===== src/rtl/mdu_execute_if.sv =====
// -----------------------------------------------------------------------------
// mdu_execute_if
//   Request/response bundle between the execute stage and the multiply/divide
//   unit.
//
//   Handshake rules (both channels): a transfer happens on a rising clock edge
//   where valid and ready are both high. A producer that raises valid keeps
//   valid and its payload unchanged until that transfer.
//
//   Request  : req_valid, req_ready, req_funct3, req_rs1, req_rs2, req_rd_addr
//   Response : resp_valid, resp_ready, resp_result, resp_rd_addr
//
//   master : the pipeline side that issues requests and takes results.
//   slave  : the multiply/divide unit.
// -----------------------------------------------------------------------------
interface mdu_execute_if #(
  parameter int XLEN = 32
) ();
  logic            req_valid;
  logic            req_ready;
  logic [2:0]      req_funct3;
  logic [XLEN-1:0] req_rs1;
  logic [XLEN-1:0] req_rs2;
  logic [4:0]      req_rd_addr;
  logic            resp_valid;
  logic            resp_ready;
  logic [XLEN-1:0] resp_result;
  logic [4:0]      resp_rd_addr;

  modport master (
    output req_valid, req_funct3, req_rs1, req_rs2, req_rd_addr, resp_ready,
    input  req_ready, resp_valid, resp_result, resp_rd_addr
  );

  modport slave (
    input  req_valid, req_funct3, req_rs1, req_rs2, req_rd_addr, resp_ready,
    output req_ready, resp_valid, resp_result, resp_rd_addr
  );
endinterface


===== src/rtl/mdu_execute.sv =====
// -----------------------------------------------------------------------------
// mdu_execute
//   Multi-cycle RV32M multiply/divide unit. Accepts one operation at a time,
//   iterates UNROLL bits per cycle (shift-add multiply, restoring divide on
//   magnitudes), then holds the signed-corrected result until it is taken.
//
//   Ports:
//     clk, rst_n  : clock, asynchronous active-low reset
//     flush       : kill any in-flight or pending operation
//     busy        : high whenever the unit is not IDLE
//     dbg_state   : current FSM state (0 IDLE, 1 CALC, 2 DONE)
//     bus         : mdu_execute_if slave modport (request + response channels)
//
//   Optional build macro MDU_RESULT_REUSE_EN: remembers the last completed
//   iterated divide; an identical DIV/REM (or DIVU/REMU) completes in 1 cycle.
// -----------------------------------------------------------------------------
module mdu_execute #(
  parameter int XLEN   = 32,
  parameter int UNROLL = 1
) (
  input  logic         clk,
  input  logic         rst_n,
  input  logic         flush,
  output logic         busy,
  output logic [1:0]   dbg_state,
  mdu_execute_if.slave bus
);
  localparam int STEPS = XLEN / UNROLL;
  localparam int CW    = $clog2(STEPS + 1);
  localparam logic [XLEN-1:0] INT_MIN = {1'b1, {(XLEN-1){1'b0}}};

  typedef enum logic [1:0] {S_IDLE = 2'd0, S_CALC = 2'd1, S_DONE = 2'd2} state_t;

  state_t          state_q, state_d;
  logic [CW-1:0]   count_q, count_d;
  logic [XLEN-1:0] hi_q, hi_d;      // mul: running upper product; div: remainder
  logic [XLEN-1:0] lo_q, lo_d;      // mul: multiplier/lower product; div: dividend/quotient
  logic [XLEN-1:0] opnd_q, opnd_d;  // mul: multiplicand magnitude; div: divisor magnitude
  logic            is_div_q, is_div_d;
  logic            neg_q, neg_d;          // negate product / quotient
  logic            neg_rem_q, neg_rem_d;  // remainder follows the dividend sign
  logic [1:0]      sel_q, sel_d;          // funct3[1:0]: picks high half / remainder
  logic [XLEN-1:0] result_q, result_d;
  logic [4:0]      rd_q, rd_d;

  // Request decode
  logic [2:0]      f3;
  logic            req_div, req_sgn, s1, s2, op1_neg, op2_neg;
  logic [XLEN-1:0] mag1, mag2, special_res;
  logic            special;

  // Iteration datapath
  logic [XLEN-1:0]   it_hi, it_lo;
  logic [XLEN:0]     step_w;
  logic [2*XLEN-1:0] prod, prod_s;
  logic [XLEN-1:0]   mul_res, quot_res, rem_res, div_res;

`ifdef MDU_RESULT_REUSE_EN
  logic            rv_valid_q, rv_valid_d;
  logic [XLEN-1:0] rv_rs1_q, rv_rs1_d, rv_rs2_q, rv_rs2_d;
  logic            rv_sgn_q, rv_sgn_d;
  logic [XLEN-1:0] rv_quot_q, rv_quot_d, rv_rem_q, rv_rem_d;
  logic            reuse_hit;
`endif

  always_comb begin
    f3      = bus.req_funct3;
    req_div = f3[2];
    req_sgn = ~f3[0];                     // DIV/REM signed, DIVU/REMU not
    s1      = (f3[1:0] != 2'd3);          // MUL, MULH, MULHSU treat rs1 as signed
    s2      = ~f3[1];                     // MUL, MULH treat rs2 as signed
    op1_neg = (req_div ? req_sgn : s1) & bus.req_rs1[XLEN-1];
    op2_neg = (req_div ? req_sgn : s2) & bus.req_rs2[XLEN-1];
    mag1    = op1_neg ? -bus.req_rs1 : bus.req_rs1;
    mag2    = op2_neg ? -bus.req_rs2 : bus.req_rs2;

    special     = 1'b0;
    special_res = '0;
    if (req_div && bus.req_rs2 == '0) begin
      special     = 1'b1;
      special_res = f3[1] ? bus.req_rs1 : '1;
    end else if (req_div && req_sgn && bus.req_rs1 == INT_MIN && bus.req_rs2 == '1) begin
      special     = 1'b1;
      special_res = f3[1] ? '0 : bus.req_rs1;
    end else if (!req_div && (bus.req_rs1 == '0 || bus.req_rs2 == '0)) begin
      special     = 1'b1;
      special_res = '0;
    end
  end

`ifdef MDU_RESULT_REUSE_EN
  assign reuse_hit = req_div && rv_valid_q && (bus.req_rs1 == rv_rs1_q) &&
                     (bus.req_rs2 == rv_rs2_q) && (req_sgn == rv_sgn_q);
`endif

  // UNROLL unrolled steps of either shift-add multiply or restoring divide.
  always_comb begin
    it_hi  = hi_q;
    it_lo  = lo_q;
    step_w = '0;
    for (int i = 0; i < UNROLL; i++) begin
      if (is_div_q) begin
        step_w = {it_hi, it_lo[XLEN-1]};
        it_lo  = {it_lo[XLEN-2:0], 1'b0};
        if (step_w >= {1'b0, opnd_q}) begin
          step_w   = step_w - {1'b0, opnd_q};
          it_lo[0] = 1'b1;
        end
        it_hi = step_w[XLEN-1:0];
      end else begin
        step_w = {1'b0, it_hi} + (it_lo[0] ? {1'b0, opnd_q} : '0);
        it_lo  = {step_w[0], it_lo[XLEN-1:1]};
        it_hi  = step_w[XLEN:1];
      end
    end
    prod     = {it_hi, it_lo};
    prod_s   = neg_q ? -prod : prod;
    mul_res  = (sel_q == 2'd0) ? prod_s[XLEN-1:0] : prod_s[2*XLEN-1:XLEN];
    quot_res = neg_q ? -it_lo : it_lo;
    rem_res  = neg_rem_q ? -it_hi : it_hi;
    div_res  = sel_q[1] ? rem_res : quot_res;
  end

  always_comb begin
    state_d   = state_q;
    count_d   = count_q;
    hi_d      = hi_q;
    lo_d      = lo_q;
    opnd_d    = opnd_q;
    is_div_d  = is_div_q;
    neg_d     = neg_q;
    neg_rem_d = neg_rem_q;
    sel_d     = sel_q;
    result_d  = result_q;
    rd_d      = rd_q;
`ifdef MDU_RESULT_REUSE_EN
    rv_valid_d = flush ? 1'b0 : rv_valid_q;
    rv_rs1_d   = rv_rs1_q;
    rv_rs2_d   = rv_rs2_q;
    rv_sgn_d   = rv_sgn_q;
    rv_quot_d  = rv_quot_q;
    rv_rem_d   = rv_rem_q;
`endif
    unique case (state_q)
      S_IDLE: begin
        // A flush in the accept cycle discards the request.
        if (bus.req_valid && !flush) begin
          rd_d = bus.req_rd_addr;
          if (special) begin
            result_d = special_res;
            state_d  = S_DONE;
`ifdef MDU_RESULT_REUSE_EN
          end else if (reuse_hit) begin
            result_d = f3[1] ? rv_rem_q : rv_quot_q;
            state_d  = S_DONE;
`endif
          end else begin
            hi_d      = '0;
            lo_d      = req_div ? mag1 : mag2;
            opnd_d    = req_div ? mag2 : mag1;
            is_div_d  = req_div;
            neg_d     = op1_neg ^ op2_neg;
            neg_rem_d = op1_neg;
            sel_d     = f3[1:0];
            count_d   = CW'(STEPS);
            state_d   = S_CALC;
`ifdef MDU_RESULT_REUSE_EN
            // Candidate entry; becomes valid only if this divide completes.
            if (req_div) begin
              rv_valid_d = 1'b0;
              rv_rs1_d   = bus.req_rs1;
              rv_rs2_d   = bus.req_rs2;
              rv_sgn_d   = req_sgn;
            end
`endif
          end
        end
      end
      S_CALC: begin
        if (flush) begin
          state_d = S_IDLE;
        end else begin
          hi_d    = it_hi;
          lo_d    = it_lo;
          count_d = count_q - 1'b1;
          if (count_q == CW'(1)) begin
            result_d = is_div_q ? div_res : mul_res;
            state_d  = S_DONE;
`ifdef MDU_RESULT_REUSE_EN
            if (is_div_q) begin
              rv_valid_d = 1'b1;
              rv_quot_d  = quot_res;
              rv_rem_d   = rem_res;
            end
`endif
          end
        end
      end
      S_DONE: begin
        // Flush wins over resp_ready: the result is dropped either way.
        if (flush || bus.resp_ready) state_d = S_IDLE;
      end
      default: state_d = S_IDLE;
    endcase
  end

  always_ff @(posedge clk or negedge rst_n) begin
    if (!rst_n) begin
      state_q   <= S_IDLE;
      count_q   <= '0;
      hi_q      <= '0;
      lo_q      <= '0;
      opnd_q    <= '0;
      is_div_q  <= 1'b0;
      neg_q     <= 1'b0;
      neg_rem_q <= 1'b0;
      sel_q     <= '0;
      result_q  <= '0;
      rd_q      <= '0;
`ifdef MDU_RESULT_REUSE_EN
      rv_valid_q <= 1'b0;
      rv_rs1_q   <= '0;
      rv_rs2_q   <= '0;
      rv_sgn_q   <= 1'b0;
      rv_quot_q  <= '0;
      rv_rem_q   <= '0;
`endif
    end else begin
      state_q   <= state_d;
      count_q   <= count_d;
      hi_q      <= hi_d;
      lo_q      <= lo_d;
      opnd_q    <= opnd_d;
      is_div_q  <= is_div_d;
      neg_q     <= neg_d;
      neg_rem_q <= neg_rem_d;
      sel_q     <= sel_d;
      result_q  <= result_d;
      rd_q      <= rd_d;
`ifdef MDU_RESULT_REUSE_EN
      rv_valid_q <= rv_valid_d;
      rv_rs1_q   <= rv_rs1_d;
      rv_rs2_q   <= rv_rs2_d;
      rv_sgn_q   <= rv_sgn_d;
      rv_quot_q  <= rv_quot_d;
      rv_rem_q   <= rv_rem_d;
`endif
    end
  end

  assign bus.req_ready    = (state_q == S_IDLE);
  assign bus.resp_valid   = (state_q == S_DONE);
  assign bus.resp_result  = result_q;
  assign bus.resp_rd_addr = rd_q;
  assign busy             = (state_q != S_IDLE);
  assign dbg_state        = state_q;
endmodule


===== src/flat_wrapper.sv =====
// flat-port wrapper written by rule: the top's interface ports become plain ports
module mdu_execute_flat 
#(
  parameter int XLEN   = 32,
  parameter int UNROLL = 1
)
  (clk, rst_n, flush, busy, dbg_state, bus_req_valid, bus_req_funct3, bus_req_rs1, bus_req_rs2, bus_req_rd_addr, bus_resp_ready, bus_req_ready, bus_resp_valid, bus_resp_result, bus_resp_rd_addr);
  mdu_execute_if #(.XLEN(XLEN)) bus_i ();
  input  logic clk;
  input  logic rst_n;
  input  logic flush;
  output logic busy;
  output logic [1:0] dbg_state;
  input wire logic [$bits(bus_i.req_valid)-1:0] bus_req_valid;
  input wire logic [$bits(bus_i.req_funct3)-1:0] bus_req_funct3;
  input wire logic [$bits(bus_i.req_rs1)-1:0] bus_req_rs1;
  input wire logic [$bits(bus_i.req_rs2)-1:0] bus_req_rs2;
  input wire logic [$bits(bus_i.req_rd_addr)-1:0] bus_req_rd_addr;
  input wire logic [$bits(bus_i.resp_ready)-1:0] bus_resp_ready;
  output wire logic [$bits(bus_i.req_ready)-1:0] bus_req_ready;
  output wire logic [$bits(bus_i.resp_valid)-1:0] bus_resp_valid;
  output wire logic [$bits(bus_i.resp_result)-1:0] bus_resp_result;
  output wire logic [$bits(bus_i.resp_rd_addr)-1:0] bus_resp_rd_addr;
  assign bus_i.req_valid = bus_req_valid;
  assign bus_i.req_funct3 = bus_req_funct3;
  assign bus_i.req_rs1 = bus_req_rs1;
  assign bus_i.req_rs2 = bus_req_rs2;
  assign bus_i.req_rd_addr = bus_req_rd_addr;
  assign bus_i.resp_ready = bus_resp_ready;
  assign bus_req_ready = bus_i.req_ready;
  assign bus_resp_valid = bus_i.resp_valid;
  assign bus_resp_result = bus_i.resp_result;
  assign bus_resp_rd_addr = bus_i.resp_rd_addr;
  mdu_execute #(.XLEN(XLEN), .UNROLL(UNROLL)) u_core (.clk(clk), .rst_n(rst_n), .flush(flush), .busy(busy), .dbg_state(dbg_state), .bus(bus_i));
endmodule

===== config.mk =====
export PLATFORM = sky130hd
export DESIGN_NAME = mdu_execute_flat
export DESIGN_NICKNAME = d
export VERILOG_FILES = /design/src/rtl/mdu_execute_if.sv /design/src/rtl/mdu_execute.sv /design/src/flat_wrapper.sv
export SDC_FILE = /design/constraint.sdc
export NUM_CORES = 1
export LEC_CHECK = 0
export ABC_AREA = 0
export BUFFER_PORTS_ARGS = -buffer_cell sky130_fd_sc_hd__buf_2
export CORE_ASPECT_RATIO = 1.5
export CORE_MARGIN = 2
export CORE_UTILIZATION = 28
export DETAILED_ROUTE_END_ITERATION = 7
export GPL_TIMING_DRIVEN = 0
export SYNTH_ARGS = -nofsm -noshare
export SYNTH_HDL_FRONTEND = slang
export SYNTH_SLANG_ARGS = --single-unit

===== constraint.sdc =====
create_clock -name clk -period 5.7 [get_ports clk]
set_clock_uncertainty 0.1 [all_clocks]
set_input_delay 1.14 -clock clk [delete_from_list [all_inputs] [get_ports clk]]
set_output_delay 1.14 -clock clk [all_outputs]
set_load 0.02 [all_outputs]

Word-level counts from Yosys, hierarchy flattened
Index checks and enable logic that the tools add are counted.
{"block": "word_totals", "ff_bits": 146, "input_bits": 77, "output_inout_bits": 42, "elab_cells": 107}
{"block": "op_classes", "add_sub_neg": 8, "magnitude_cmp": 1, "eq_ne": 13, "mux": 47, "bitwise_logic": 6, "reduce_logical": 21}
{"op": "2-to-1 mux 32 bit", "n": 27}
{"op": "case mux 32 bit (2 select lines)", "n": 3}
{"op": "negator 32 bit", "n": 4}
{"op": "== test 32 bit, second input constant", "n": 2}
{"op": "logical NOT 32 bit", "n": 2}
{"op": "2-to-1 mux 64 bit", "n": 1}
{"op": "negator 64 bit", "n": 1}
{"op": "adder 32 x 32 -> 33 bit", "n": 1}
{"op": ">= comparator 33 x 32 -> 1 bit", "n": 1}
{"op": "subtractor 32 bit", "n": 1}
{"op": "2-to-1 mux 6 bit", "n": 3}
{"op": "case mux 6 bit (2 select lines)", "n": 1}
{"op": "2-to-1 mux 2 bit", "n": 5}
{"op": "!= test 2 x 1 -> 1 bit, second input constant", "n": 4}
{"op": "== test 6 x 1 -> 1 bit, second input constant", "n": 1}
{"op": "logical AND 1 bit", "n": 6}
{"op": "2-to-1 mux 1 bit", "n": 6}
{"op": "!= test 2 bit, second input constant", "n": 3}
{"op": "case mux 2 bit (3 select lines)", "n": 1}
{"op": "AND reduction 3 bit", "n": 2}
{"op": "subtractor 6 x 1 -> 6 bit, second input constant", "n": 1}
{"op": "AND reduction 5 bit", "n": 1}
{"op": "logical NOT 2 bit", "n": 2}
{"op": "AND reduction 4 bit", "n": 1}
{"op": "other kinds (10)", "n": 16}

Depth between registers and ports, before layout
{"block": "logic_depth", "ltp_word": 10, "mapped_depth": 21}

Worst setup path before layout
OpenSTA, ideal clock, no wires.
{"block": "synth_path", "kind": "input -> register", "from": "in bus_req_rs2[7]", "to": "reg u_core.lo_q[27]", "setup_ns": 0.135, "t_arrival_ns": 4.248, "required_ns": 5.465, "slack_ns": 1.217, "cell_stages": 12, "n_path_buf": 2, "path_cell_list": "or4_1 nor4_1 nand2b_1 or2_1 or3_1 or4_1 o211ai_1 nand2_1 o21ai_1 clkbuf_1 clkbuf_1 o21ai_0"}
{"block": "synth_via", "elab_chain_len": 8}
{"element": "start: declaration", "line_no": "flat_wrapper.sv:17", "text": "input wire logic [$bits(bus_i.req_rs2)-1:0] bus_req_rs2;"}
{"element": "parallel branches: the longest is 8 deep, another holds negator 32 bit"}
{"element": "end signal: assignment", "line_no": "mdu_execute.sv:232", "text": "lo_q <= lo_d;"}
{"element": "end: declaration", "line_no": "mdu_execute.sv:37", "text": "logic [XLEN-1:0] lo_q, lo_d;"}
Several ways; the timed one is not identified. The select of a mux whose other input is x is not followed.
A chain may end at the register's enable or synchronous reset.

Final worst setup path
{"block": "layout_path", "from": "reg u_core.opnd_q[29]", "to": "reg u_core.result_q[0], in the netlist u_core.bus.resp_result[0]"}
{"block": "layout_via", "elab_chain_len": 10}
{"element": "start: declaration", "line_no": "mdu_execute.sv:38", "text": "logic [XLEN-1:0] opnd_q, opnd_d;"}
{"element": "start signal: assignment", "line_no": "mdu_execute.sv:233", "text": "opnd_q <= opnd_d;"}
{"element": ">= comparator 33 x 32 -> 1 bit *", "line_no": "mdu_execute.sv:105", "text": "if (step_w >= {1'b0, opnd_q}) begin"}
{"element": "2-to-1 mux 1 bit or 2-to-1 mux 32 bit (tied branches)", "line_no": "mdu_execute.sv:105"}
{"element": "2-to-1 mux 32 bit", "line_no": "mdu_execute.sv:102", "text": "if (is_div_q) begin"}
{"element": "negator 64 bit, or another cell as far along", "line_no": "mdu_execute.sv:117", "text": "prod_s = neg_q ? -prod : prod;"}
{"element": "2-to-1 mux 64 bit, or another cell as far along", "line_no": "mdu_execute.sv:117"}
{"element": "2-to-1 mux 32 bit, on equally long branches", "line_no": "mdu_execute.sv:118, mdu_execute.sv:121"}
{"element": "2-to-1 mux 32 bit *", "line_no": "mdu_execute.sv:187", "text": "result_d = is_div_q ? div_res : mul_res;"}
{"element": "2-to-1 mux 32 bit *", "line_no": "mdu_execute.sv:186", "text": "if (count_q == CW'(1)) begin"}
{"element": "2-to-1 mux 32 bit *", "line_no": "mdu_execute.sv:180", "text": "if (flush) begin"}
{"element": "case mux 32 bit (2 select lines) *", "line_no": "mdu_execute.sv:144", "text": "unique case (state_q)"}
{"element": "end signal: assignment", "line_no": "mdu_execute.sv:238", "text": "result_q <= result_d;"}
{"element": "end: declaration", "line_no": "mdu_execute.sv:43", "text": "logic [XLEN-1:0] result_q, result_d;"}
Every way passes the cells marked *; elsewhere a longest branch is shown, timed or not. The select of a mux whose other input is x is not followed.

==> results.cfg <==
[status]
outcome = finished, violations left
failed_checks = max-capacitance violations, max-slew violations

[placement]
place_hpwl_um = 67250
port_buffers = 117
dp_worst_setup_slack_ns = -0.4723
dp_cells = 3154
gp_congestion = 1.065

[clock_network]
cts.htree.levels = 4
cts_num_sinks = 146
numCtsBuffers = 17
worstSkewPairLatency_ns = 0.48
clock_tree.root_cell = clkbuf_16
max-clock-path-buffers = 2
cts_hold_repair.buffers = 0
tritoncts = done
clock_slew_at_the_register_clock_pins_of_the_worst_setup_and_hold_paths_ns = 0.07

[sta]
max-slew-margin-rel_pct = -0.1004
setup_ws_ns = 0.02270
max_freq_ghz = 0.1761
final_hold_viol_count = 0
post-route-period-util_pct = 99.60
rsz0062_at_grt = yes
setup-violations-final = 0
worstMarginPinSlew_ns = 1.486
final_max_slew_viol_count = 1
post-route-min-period_ns = 5.677

[pwr]
pwr-share-clk_pct = 8.3
power.internal_mw = 5.585
seq_power_share_pct = 14.6
power-per-cell-area_mw_per_mm2 = 762.6
switching_share_pct = 61.06
vdd.ir_drop.worst_uv = 288.5
cellLeakagePower_nw = 7.696
switching_power_mw = 8.756
power.combinational.fraction_pct = 77.1

[job]
maxCapViolations = 1

[critical_path]
worst_path_required_time_ns = 5.96
critical_path.cell_chain = inv_1 > ha_1 > nand4b_1 > nor2_4 > nand3_2 > o211ai_4 > a211oi_4 > or2_2 > ha_1 > nand2_1 > or2_2 > clkbuf_1 > or3_1 > clkbuf_4 > nand2_1 > xnor2_1 > o21ai_0 > o211ai_1 > nand3_1 > o21a_1
cpPeakStageDelay_ns = 0.78
critical-path-slowest-cell = o211ai_1
critPathCaptureType = register
timing.critical_path.arrival_ns = 5.94
start_kind = register
timing.setup.critical_path_class = register to register
critPathMaxFanout = 10

[synthesis]
post_synth_instance_area_mm2 = 0.01645
yosys_most_used_dff = dfrtp_1
edff_count_synth = 0
synth.top_cell.area_share_pct = 22.21
post_synth_inst_count = 2266
leading_post_synthesis_cells_by_cell_area = dfrtp_1 22%, o21ai_0 7.5%, nand2_1 6.5%
yosysUniqueCellTypes = 100
flip_flop_and_latch_count_after_synthesis = 146
synth_fp_nets = 2416
synth.avg_cell_area_um2 = 7.258
synth.yosys.seq_area_share_pct = 22.21
ys.warnings.count = 0
synth.largest_area_cell = dfrtp_1
async_flop_share_pct = 100.0

[cells_and_area]
final_cell_count_no_fill = 3189
antenna_cells = 0
multi_input_area_mm2 = 0.01206
final_net_count = 2556
filler_cell_count = 6393
fraction_of_layout_cells_with_a_size_suffix_above_1_pct = 11.58
area_growth_syn_to_layout_pct = 14.33
final-seq-area_mm2 = 0.003655

[drt]
dr_wl_met2_um = 41040
route.top_layer_used = met5
detailedRoute.firstIterationViolations = 1786
avgRoutedWirePerCell_um = 26.31
drt_drc_violations_left = 0
vias = 19000
m1WireLength_um = 27840
routed_wl_um = 83890
postRouteAntennaNets = 0
vias_per_cell = 5.956
drt_pre_antenna_iters = 6
wl_met3_um = 5436

[grt]
antenna_found_initial = 1
track_usage_pct = 27.09
grt_first_pass_wirelength_um = 121400
largest_net_degree_at_the_start_of_global_routing = 106
overflow = 0
first_global_vias = 18900

[floorplanning]
floorplan.die.height_um = 300.8
initial_core_util_pct = 28.37
core_area_mm2 = 0.05797
die_w_um = 201.9
floorplan.die_area_mm2 = 0.06073
rows = 108
i_o_pin_count = 119

[worst_hold_path]
hold_class = register to register
==> cell usage after synthesis, drive strengths merged (9+ instances only) <==
master  number
a211oi      26
a21o        21
a21oi      198
a221oi      10
a22o        21
a22oi       12
a31oi       22
and2        39
and3        11
buf         45
clkbuf      95
dfrtp      146
ha          71
inv         70
mux2i       52
nand2      286
nand2b      13
nand3       51
nand4       32
nor2       216
nor2b        9
nor3        57
nor4        19
o211a        9
o211ai      39
o21a        16
o21ai      268
o22ai       10
o31ai       35
o41ai       14
or2         17
or3         27
or4         22
xnor2       92
xor2        80
==> critical path: cells and delay by family (launching register included) <==
family                     cells  cell delay [ns]
xor gates and xnor gates       1             0.17
DFF                            1             0.43
AOI/OAI and AO/OA              5             1.34
adders and majority gates      2             0.61
and+or+nand+nor                9             2.26
buffers and inverters          3             0.62
==> power groups by stage <==
stage / registers (mW) / clock network, mW / logic [mW]
after floorplan: 1.96 / 0 / 6.80
after global placement: 2.08 / 0 / 10.3
after detailed placement: 2.09 / 0 / 10.3
after CTS: 2.07 / 1.19 / 10.4
after global routing: 2.14 / 1.23 / 11.7
final: 2.09 / 1.20 / 11.1
==> routing by layer <==
metal	vias up	global-route usage, %
met5	-	0
met2	1048	48.17
met1	8936	26.37
met4	2	25.91
li1	8574	-
met3	435	4.784
==> sequential cells by signal (all words and copies together), names as in the netlist <==
signal	cells
u_core.neg_q	1
u_core.count_q	6
u_core.is_div_q	1
u_core.bus.resp_rd_addr	5
u_core.neg_rem_q	1
u_core.sel_q	2
u_core.hi_q	32
u_core.opnd_q	32
u_core.lo_q	32
u_core.bus.resp_result	32
u_core.dbg_state	2
==> stage by stage <==
step                      cell area (um^2)  setup TNS [ns]  util [%]  total power [mW]  hold slack, ns
after floorplan                      16450               0         -             8.766          0.3375
after global placement               18000          -17.23     31.04             12.35          0.3544
after detailed placement             18030          -15.96     31.11             12.36          0.3616
after CTS                            18670               0     32.20             13.61          0.3795
after global routing                 18800        -0.07109     32.44             15.02          0.4139
final                                18800               0     32.44             14.34          0.3763
==> layout make-up <==
type                       instances  area share, %
inverter                          72          1.437
tap                              770          5.123
timing repair buffer             122          3.473
clock buffer                      18          2.335
clock inverter                    14         0.8317
buffer                           139          3.220
multi-input combinational       1908          64.14
sequential                       146          19.44
==> what timing repair did <==
item	in CTS	in global routing
buffers inserted	0	4
gates resized for setup	11	32
setup endpoints to repair	15	75
pin swaps	0	7
==> placed cells by master (no fill, tap or decap), types with 13 or more instances in the layout <==
cell type / n
a211oi_1: 24
xor2_1: 80
or2_2: 16
a21o_1: 21
o21ai_1: 16
nand4_1: 32
a21oi_1: 188
buf_2: 143
inv_1: 70
or3_1: 27
clkbuf_16: 17
ha_1: 69
mux2i_1: 51
nor3_1: 56
o21ai_0: 246
o21a_1: 16
and2_1: 39
nand2b_1: 13
clkbuf_1: 87
nor4_1: 15
nand2_1: 285
a31oi_1: 20
o211ai_1: 35
nor2_1: 214
nand3_1: 50
o31ai_1: 34
dfrtp_1: 145
xnor2_1: 92
or4_1: 20
a22o_1: 21
==> final timing paths <==
kind / from / endpoint / slack, ns / cells after the start
hold reg to reg: u_core.bus.resp_result[5]$_DFFE_PN0P_ / u_core.bus.resp_result[5]$_DFFE_PN0P_ / 0.38 / 2
setup / recovery: u_core.opnd_q[29]$_DFFE_PN0P_ / u_core.bus.resp_result[0]$_DFFE_PN0P_ / 0.02 / 20
setup reg to reg: u_core.opnd_q[29]$_DFFE_PN0P_ / u_core.bus.resp_result[0]$_DFFE_PN0P_ / 0.02 / 20
max in group asynchronous: rst_n / u_core.hi_q[21]$_DFFE_PN0P_ / 4.06 / 2
hold / removal: u_core.bus.resp_result[5]$_DFFE_PN0P_ / u_core.bus.resp_result[5]$_DFFE_PN0P_ / 0.38 / 2
min in group asynchronous: rst_n / u_core.bus.resp_rd_addr[1]$_DFFE_PN0P_ / 0.44 / 1
==> cell families after synthesis <==
family / count (synthesis) / share of synthesized area, %
adder cells (fa/ha/maj): 73 / 5.645
XOR/XNOR: 172 / 9.159
AND/OR/NAND/NOR: 824 / 23.63
multiplexers: 59 / 3.644
flip-flops: 146 / 22.21
buffers and inverters: 212 / 5.211
AO/OA/AOI/OAI: 780 / 30.50
Power figures use the tool's default switching activity.
